--- config.mk ---
export PLATFORM = sky130hd
export DESIGN_NAME = digit_entry_loader
export DESIGN_NICKNAME = d
export VERILOG_FILES = /design/src/rtl/timer_pkg.sv /design/src/rtl/onehot_to_bcd.sv /design/src/rtl/digit_entry_loader.sv
export SDC_FILE = /design/constraint.sdc
export NUM_CORES = 1
export LEC_CHECK = 0
export ABC_CLOCK_PERIOD_IN_PS = 6200
export CORE_AREA = 2 2 95 97
export DETAILED_ROUTE_END_ITERATION = 10
export DIE_AREA = 0 0 97 99
export PLACE_DENSITY_LB_ADDON = 0.08
export SYNTH_ARGS = -nofsm -noshare
export SYNTH_HDL_FRONTEND = slang
export SYNTH_SLANG_ARGS = --single-unit
--- constraint.sdc ---
create_clock -name clk -period 6.2 [get_ports clk]
set_clock_uncertainty 0.1 [all_clocks]
set_input_delay 1.24 -clock clk [delete_from_list [all_inputs] [get_ports clk]]
set_output_delay 1.24 -clock clk [all_outputs]
set_load 0.05 [all_outputs]
--- src/rtl/timer_pkg.sv ---
// Shared types and constants for the timer digit-entry front end.
package timer_pkg;

  localparam int unsigned BCD_W                = 4;
  localparam int unsigned NUM_KEYS             = 10;
  localparam int unsigned SEC_TENS_MAX_DEFAULT = 5;

  localparam logic [NUM_KEYS-1:0] KEY_NONE = '0;

  // State encodings, kept as named constants so other blocks can decode state
  localparam logic [1:0] ST_IDLE  = 2'd0;
  localparam logic [1:0] ST_ENTRY = 2'd1;
  localparam logic [1:0] ST_LOAD  = 2'd2;
  localparam logic [1:0] ST_ARMED = 2'd3;

  typedef enum logic [1:0] {
    IDLE  = ST_IDLE,
    ENTRY = ST_ENTRY,
    LOAD  = ST_LOAD,
    ARMED = ST_ARMED
  } state_t;

endpackage

--- src/rtl/onehot_to_bcd.sv ---
// Converts a 10-key level vector into a BCD digit plus single/multi-key flags.
module onehot_to_bcd
  import timer_pkg::*;
(
  input  logic [NUM_KEYS-1:0] onehot,
  output logic [BCD_W-1:0]    bcd_c,
  output logic                single_c,
  output logic                multi_c
);

  logic [BCD_W-1:0] ones;

  // Population count and index of the set key; index is only meaningful when single_c
  always_comb begin
    ones  = '0;
    bcd_c = '0;
    for (int unsigned k = 0; k < NUM_KEYS; k++) begin
      if (onehot[k]) begin
        ones  = ones + BCD_W'(1);
        bcd_c = BCD_W'(k);
      end
    end
    single_c = (ones == BCD_W'(1));
    multi_c  = (ones > BCD_W'(1));
  end

endmodule

--- src/rtl/digit_entry_loader.sv ---
// Keypad digit entry register and load sequencer for the down-counter chain.
module digit_entry_loader
  import timer_pkg::*;
#(
  parameter int unsigned NUM_DIGITS   = 3,
  parameter int unsigned SEC_TENS_MAX = SEC_TENS_MAX_DEFAULT
) (
  input  logic                        clk,
  input  logic                        rst,
  input  logic [NUM_KEYS-1:0]         keypad,
  input  logic                        clear,
  input  logic                        start,
  output logic [BCD_W*NUM_DIGITS-1:0] digits,
  output logic                        load,
  output logic                        entry_active,
  output logic                        err
);

  localparam int unsigned DIG_W = BCD_W * NUM_DIGITS;
  localparam int unsigned CNT_W = $clog2(NUM_DIGITS + 1);
  localparam logic [CNT_W-1:0] CNT_FULL = CNT_W'(NUM_DIGITS);
  localparam logic [BCD_W-1:0] TENS_LIM = BCD_W'(SEC_TENS_MAX);

  state_t              state_q, state_d;
  logic [DIG_W-1:0]    digits_d;
  logic [CNT_W-1:0]    count_q, count_d;
  logic [NUM_KEYS-1:0] keypad_q;
  logic                start_q;
  logic                load_d, err_d, entry_active_d;

  logic [BCD_W-1:0]    key_bcd_c;
  logic                key_single_c, key_multi_c;
  logic                press_ev_c, valid_press_c, multi_press_c, start_ev_c;
  logic [DIG_W-1:0]    shifted_c;
  logic [CNT_W-1:0]    count_inc_c;
  logic [BCD_W-1:0]    digit1_c;

  onehot_to_bcd u_decode (
    .onehot   (keypad),
    .bcd_c    (key_bcd_c),
    .single_c (key_single_c),
    .multi_c  (key_multi_c)
  );

  // Edge detection on keypad and start, plus the shifted-in candidate value
  always_comb begin
    press_ev_c    = (keypad_q == KEY_NONE) && (keypad != KEY_NONE);
    valid_press_c = press_ev_c && key_single_c;
    multi_press_c = press_ev_c && key_multi_c;
    start_ev_c    = start && !start_q;
    shifted_c     = {digits[DIG_W-BCD_W-1:0], key_bcd_c};
    count_inc_c   = (count_q == CNT_FULL) ? count_q : count_q + CNT_W'(1);
    digit1_c      = digits[2*BCD_W-1:BCD_W];
  end

  // Next-state and next-output logic; clear outranks start, start outranks a press
  always_comb begin
    state_d  = state_q;
    digits_d = digits;
    count_d  = count_q;
    err_d    = 1'b0;

    if (clear) begin
      state_d  = IDLE;
      digits_d = '0;
      count_d  = '0;
    end else begin
      unique case (state_q)
        IDLE: begin
          if (valid_press_c) begin
            state_d  = ENTRY;
            digits_d = DIG_W'(key_bcd_c);
            count_d  = CNT_W'(1);
          end else if (multi_press_c) begin
            err_d = 1'b1;
          end
        end
        ENTRY: begin
          if (start_ev_c) begin
            if (digit1_c > TENS_LIM) err_d = 1'b1;
            else                     state_d = LOAD;
          end else if (valid_press_c) begin
            digits_d = shifted_c;
            count_d  = count_inc_c;
          end else if (multi_press_c) begin
            err_d = 1'b1;
          end
        end
        LOAD: begin
          state_d = ARMED;
        end
        ARMED: begin
          if (start_ev_c) begin
            state_d = LOAD;
          end else if (valid_press_c) begin
            state_d  = ENTRY;
            digits_d = DIG_W'(key_bcd_c);
            count_d  = CNT_W'(1);
          end else if (multi_press_c) begin
            err_d = 1'b1;
          end
        end
        default: begin
          state_d  = IDLE;
          digits_d = '0;
          count_d  = '0;
        end
      endcase
    end

    load_d         = (state_d == LOAD);
    entry_active_d = (state_d == ENTRY);
  end

  // State, entry register, history and registered outputs
  always_ff @(posedge clk) begin
    if (rst) begin
      state_q      <= IDLE;
      digits       <= '0;
      count_q      <= '0;
      keypad_q     <= KEY_NONE;
      start_q      <= 1'b0;
      load         <= 1'b0;
      err          <= 1'b0;
      entry_active <= 1'b0;
    end else begin
      state_q      <= state_d;
      digits       <= digits_d;
      count_q      <= count_d;
      keypad_q     <= keypad;
      start_q      <= start;
      load         <= load_d;
      err          <= err_d;
      entry_active <= entry_active_d;
    end
  end

endmodule

**Yosys cells after proc, flatten, opt, wreduce, memory -nomap -nowiden**

Cells that the tools add are included.

- Add/sub/neg operators: 9
- Muxes and demuxes: 36
- Order comparisons: 2
- Reduce and logical (&&, ||, !) cells: 11
- Equality and inequality tests: 9

Operators by type and width:

| kind | count |
|---|---|
| 12-bit 2-to-1 mux | 4 |
| 4-bit 2-to-1 mux | 11 |
| 12-bit one-hot mux with 3 select lines | 1 |
| 4-bit by 1-bit adder with 4-bit output, second input constant | 8 |
| 2-bit 2-to-1 mux | 7 |
| 3-bit 2-to-1 mux | 4 |
| 10-bit zero test | 1 |
| 10-bit nonzero test | 1 |
| 2-bit one-hot mux with 4 select lines | 1 |
| 1-bit 2-to-1 mux | 7 |
| 2-bit == test, second input constant | 3 |
| 2-bit != test, second input constant | 3 |
| 2-bit by 1-bit == test with 1-bit output, second input constant | 2 |
| 4-bit by 1-bit == test with 1-bit output, second input constant | 1 |
| 4-bit by 1-bit > comparator with 1-bit output, second input constant | 1 |
| 4-bit by 3-bit > comparator with 1-bit output, second input constant | 1 |
| 1-bit logical AND | 4 |
| 4-bit AND reduction | 1 |
| 1-bit one-hot mux with 3 select lines | 1 |
| 3-bit nonzero test | 1 |
| 1-bit by 1-bit adder with 2-bit output, second input constant | 1 |
| 2-bit zero test | 1 |
| 2-bit OR reduction | 1 |
| 1-bit zero test | 1 |

- Output and inout port bits: 15
- Bits of input ports: 14
- Register bits after elaboration: 28

**Logic depth before layout (Yosys ltp)**

- Word-level depth: 26
- Depth in mapped cells: 29
- Mapped depth without buffers: 28

**Cells and area by module**

A second synthesis with hierarchy kept.

- Cells, all modules: 283
- Area, all modules: 2245.9 µm²

Modules (own cells, without submodules):

| module | area an instance (µm²) | cells each | sequential area each (µm²) | times used |
|---|---|---|---|---|
| digit_entry_loader | 1187.4 | 133 | 560.5 | 1 |
| onehot_to_bcd | 1058.5 | 150 | 0.0 | 1 |

**Worst setup path after synthesis**

No wires, ideal clock.

- Kind: input port to flip-flop
- Start: input keypad[0]
- End: register load
- Data required time: 5.997 ns
- Setup slack: -0.019 ns
- Data arrival time: 6.015 ns
- Cell stages on the path: 26
- Cells stage by stage: inv_1 ha_1 xor2_1 ha_1 and2_1 nor3_1 a21oi_1 xnor2_1 mux2i_1 ha_1 a211oi_1 a21oi_1 xnor2_1 mux2_2 ha_1 nand2_1 o21a_1 a31oi_1 mux2_2 ha_1 xnor2_1 xnor2_1 nor2_1 a22o_1 a211o_1 a2111oi_2

- Longest elaborated chain between the ends: 26

Ends and longest elaborated chain:

| element | RTL line | source |
|---|---|---|
| start, declared | digit_entry_loader.sv:10 | `input logic [NUM_KEYS-1:0] keypad,` |
| 1-bit 2-to-1 mux | onehot_to_bcd.sv:18 | `if (onehot[k]) begin` |
| 1-bit by 1-bit adder with 2-bit output | onehot_to_bcd.sv:19 | `ones = ones + BCD_W'(1);` |
| 4-bit 2-to-1 mux | onehot_to_bcd.sv:18 |  |
| 4-bit by 1-bit adder with 4-bit output | onehot_to_bcd.sv:19 |  |
| 4-bit 2-to-1 mux | onehot_to_bcd.sv:18 |  |
| 4-bit by 1-bit adder with 4-bit output | onehot_to_bcd.sv:19 |  |
| 4-bit 2-to-1 mux | onehot_to_bcd.sv:18 |  |
| 4-bit by 1-bit adder with 4-bit output | onehot_to_bcd.sv:19 |  |
| (+10 left out) | n/a |  |
| 4-bit 2-to-1 mux | onehot_to_bcd.sv:18 |  |
| 4-bit by 1-bit == test with 1-bit output | onehot_to_bcd.sv:23 | `single_c = (ones == BCD_W'(1));` |
| 1-bit logical AND * | digit_entry_loader.sv:48 | `valid_press_c = press_ev_c && key_single_c;` |
| 2-bit 2-to-1 mux * | digit_entry_loader.sv:70, digit_entry_loader.sv:95 |  |
| 2-bit 2-to-1 mux | digit_entry_loader.sv:93 | `if (start_ev_c) begin` |
| 2-bit one-hot mux with 4 select lines * | digit_entry_loader.sv:68 | `unique case (state_q)` |
| 2-bit 2-to-1 mux * | digit_entry_loader.sv:63 | `if (clear) begin` |
| 2-bit == test * | digit_entry_loader.sv:111 | `load_d = (state_d == LOAD);` |
| end signal, assigned | digit_entry_loader.sv:132 | `load <= load_d;` |
| end, declared | digit_entry_loader.sv:14 | `output logic load,` |

Every way passes the cells marked *; elsewhere a longest branch is shown, timed or not.
A chain may end at the register's enable or synchronous reset.

**Final worst setup path**

- Start: input keypad[2]
- End: register load

- Longest elaborated chain between the ends: 22

Ends and longest elaborated chain:

| element | RTL line |
|---|---|
| 4-bit 2-to-1 mux | onehot_to_bcd.sv:18 |
| 4-bit by 1-bit adder with 4-bit output | onehot_to_bcd.sv:19 |
| 4-bit 2-to-1 mux | onehot_to_bcd.sv:18 |
| 4-bit by 1-bit adder with 4-bit output | onehot_to_bcd.sv:19 |
| 4-bit 2-to-1 mux | onehot_to_bcd.sv:18 |
| 4-bit by 1-bit adder with 4-bit output | onehot_to_bcd.sv:19 |
| 4-bit 2-to-1 mux | onehot_to_bcd.sv:18 |
| 4-bit by 1-bit adder with 4-bit output | onehot_to_bcd.sv:19 |
| (+6 left out) | n/a |
| 4-bit 2-to-1 mux | onehot_to_bcd.sv:18 |
| 4-bit by 1-bit == test with 1-bit output | onehot_to_bcd.sv:23 |
| 1-bit logical AND * | digit_entry_loader.sv:48 |
| 2-bit 2-to-1 mux * | digit_entry_loader.sv:70, digit_entry_loader.sv:95 |
| 2-bit 2-to-1 mux | digit_entry_loader.sv:93 |
| 2-bit one-hot mux with 4 select lines * | digit_entry_loader.sv:68 |
| 2-bit 2-to-1 mux * | digit_entry_loader.sv:63 |
| 2-bit == test * | digit_entry_loader.sv:111 |

Marks and branches as above.

==> results.yml <==
sta:
  finalSetupViolCount: 0
  tightest_slew_ns: 0.498
  setup_ws_ns: 0.279
  slew_headroom: 0.667
  finalSetupTns_ns: 0
  fmax_mhz: 169
  hold_viol_final: 0
  finalMaxSlewViolations: 0
  period_needed_ns: 5.92
  min_period_over_period: 0.955
  hold_slack_ns: 0.361
layout:
  diodes: 0
  syn2layout_area_growth_pct: 44.7
  finalNonFillerCells: 421
  final_common_cell: "buf_4"
  fin_util: 0.355
  fillerInstances: 911
  fin_nets: 339
  final_cell_mix: "buf_4, nand2_1, dfxtp_1"
  drive_above_1_share: 0.297
drt:
  wl_um: 5110
  drc: 0
  wire_per_inst_um: 12.1
  drt_first_pass_iters: 4
  vias: 1894
  via_per_inst: 4.50
  drtIter0Drc: 62
  antenna_left: 0
cts:
  cts_root_buf: "clkbuf_8"
  cts_sinks: 28
  cts.htree.levels: 1
  cts_buffer_depth: 2
  cts_tree: "yes"
  clk_latency_ns: 0.27
  hold_buffers: 0
  numCtsBuffers: 3
  cts.clk_slew.worst_paths_ns: 0.09
placement:
  port-buffer-count: 28
  gp_congestion: 0.736
  hpwlAfterDp_um: 3950
  place_inst: 408
  dp_slack_ns: -0.691
power:
  max-vdd-ir-drop_mv: 0.115
  p_per_area_mw_per_mm2: 258
  cellLeakagePower_nw: 1.30
logic_synthesis:
  synth_top_area_frac: 0.267
  synth_area_per_cell_um2: 8.42
  synth_fp_nets: 274
  yosysWarningCount: 0
  muxShareOfSynthArea: 0.0979
  yosys-top-cells-area: "dfxtp_1, mux2i_1, ha_1"
  synth_top_family_by_area: "simple AND/OR/NAND/NOR gates"
  synth_cell_type_count: 57
  ys_seq_area_frac: 0.267
  synth_top_area_cell: "dfxtp_1"
  synth-xor-area-share: 0.137
  synth-edff-count: 0
  ys_ff_latch: 28
  netlist_area_mm2: 0.00210
  syn_inst: 249
  synthAdderAreaFrac: 0.0657
  synth-compound-area-share: 0.140
  synth_flop_cell: "dfxtp_1"
  synthSimpleGateAreaFrac: 0.233
  async_flop_share: 0
critical_path:
  r2r_start: "keypad_q[0]"
  critPathMaxStageDelay_ns: 0.33
  path_buf_inv: 2
  critPathLaunch: "keypad[2]"
  crit_slowest_cell: "ha_1"
  endpoint_kind: "register"
  criticalPathCategory: "in2reg"
  arrival_ns: 5.99
  cp.required_ns: 6.27
  crit_fanout: 3
  path_delay_family: "compound AO/OA/AOI/OAI gates"
  start_kind: "primary input"
floorplanning:
  core-area_mm2: 0.00855
  rows: 34
  io_pins: 29
  start_util: 0.245
  die_w_um: 97
  die_h_um: 99
  die_area_mm2: 0.00960
worst_hold_path:
  hold_path.class: "reg2reg"
  min_from: "digits[8]"
grt:
  grt_pass1_vias: 1915
  overflow: 0
  grt_pass1_wl_um: 8780
  grt_max_degree: 19
  grt.total_usage: 0.109
  antenna_found_initial: 0
job:
  max_cap_viol_count: 0
run_status:
  outcome: "complete, no violations"
-- worst min-delay path, delay by kind of cell, from the launching register on --
kind	cells	cell delay, ns
flops	1	0.32
mux	1	0.05
simple gates	1	0.05
-- path summary, 6_finish.rpt --
kind                            cells after the start  slack, ns         to
worst max-delay path                               25       0.28       load
worst min register to register                      2       0.36  digits[8]
worst min-delay path                                2       0.36  digits[8]
worst max register to register                      7       4.16  digits[0]
-- where the power goes --
group	switching, W	internal [W]	leakage, nW
registers	0.00000137	0.000184	0.229
clock network	0.0000530	0.0000567	0.0288
logic	0.000217	0.000270	1.04
total	0.000271	0.000510	1.30
-- metrics by stage --
step | total power, W | cell area (um2)
6_report | 0.000781 | 3030
5_1_grt | 0.000843 | 3030
4_1_cts | 0.000719 | 2900
3_5_place_dp | 0.000562 | 2740
3_3_place_gp | 0.000567 | 2740
2_1_floorplan | 0.000444 | 2110
-- logic make-up after synthesis --
group,Yosys count
AO/OA/AOI/OAI,41
XOR/XNOR,26
adder cells (fa/ha/maj),11
buffers and inverters,26
flip-flops,28
multiplexers,20
AND/OR/NAND/NOR,97
-- repair_timing --
action	CTS	global route
setup endpoints to repair	17	17
cloned	0	1
resized for setup	22	17
pin swaps	13	19
setup buffers	4	4
-- per-layer routing --
metal  wire [um]  part of all wire  track usage
met5           0                 0            0
met4          29            0.0057       0.0325
met3          99             0.019       0.0142
met2        2380              0.47        0.184
met1        2600              0.51        0.145
-- final cells by class --
cell class                      count  area, um2  area share
Multi-Input combinational cell    195       1580       0.522
Timing Repair Buffer               74        652       0.215
Sequential cell                    28        561       0.185
Tap cell                          108        135      0.0446
Clock buffer                        4       55.1      0.0182
Inverter                           12       45.0      0.0149
-- synth_stat cells (all sizes together) (3+ instances only) --
master,number
and3,3
xnor2,17
mux2i,16
buf,8
ha,11
nor2b,8
a31oi,3
clkbuf,6
nand2,35
inv,11
nor3,4
nand3,6
dfxtp,28
mux2,4
nand2b,3
a21oi,15
o21ai,4
and2,4
nor4,3
nor2,19
xor2,7
-- sequential cells by signal, summed over array words and instances, names as in the netlist --
name / flops
digits: 12
keypad_q: 10
state_q: 2
entry_active: 1
err: 1
load: 1
start_q: 1
Note: power is estimated with default switching activity, not from simulation.
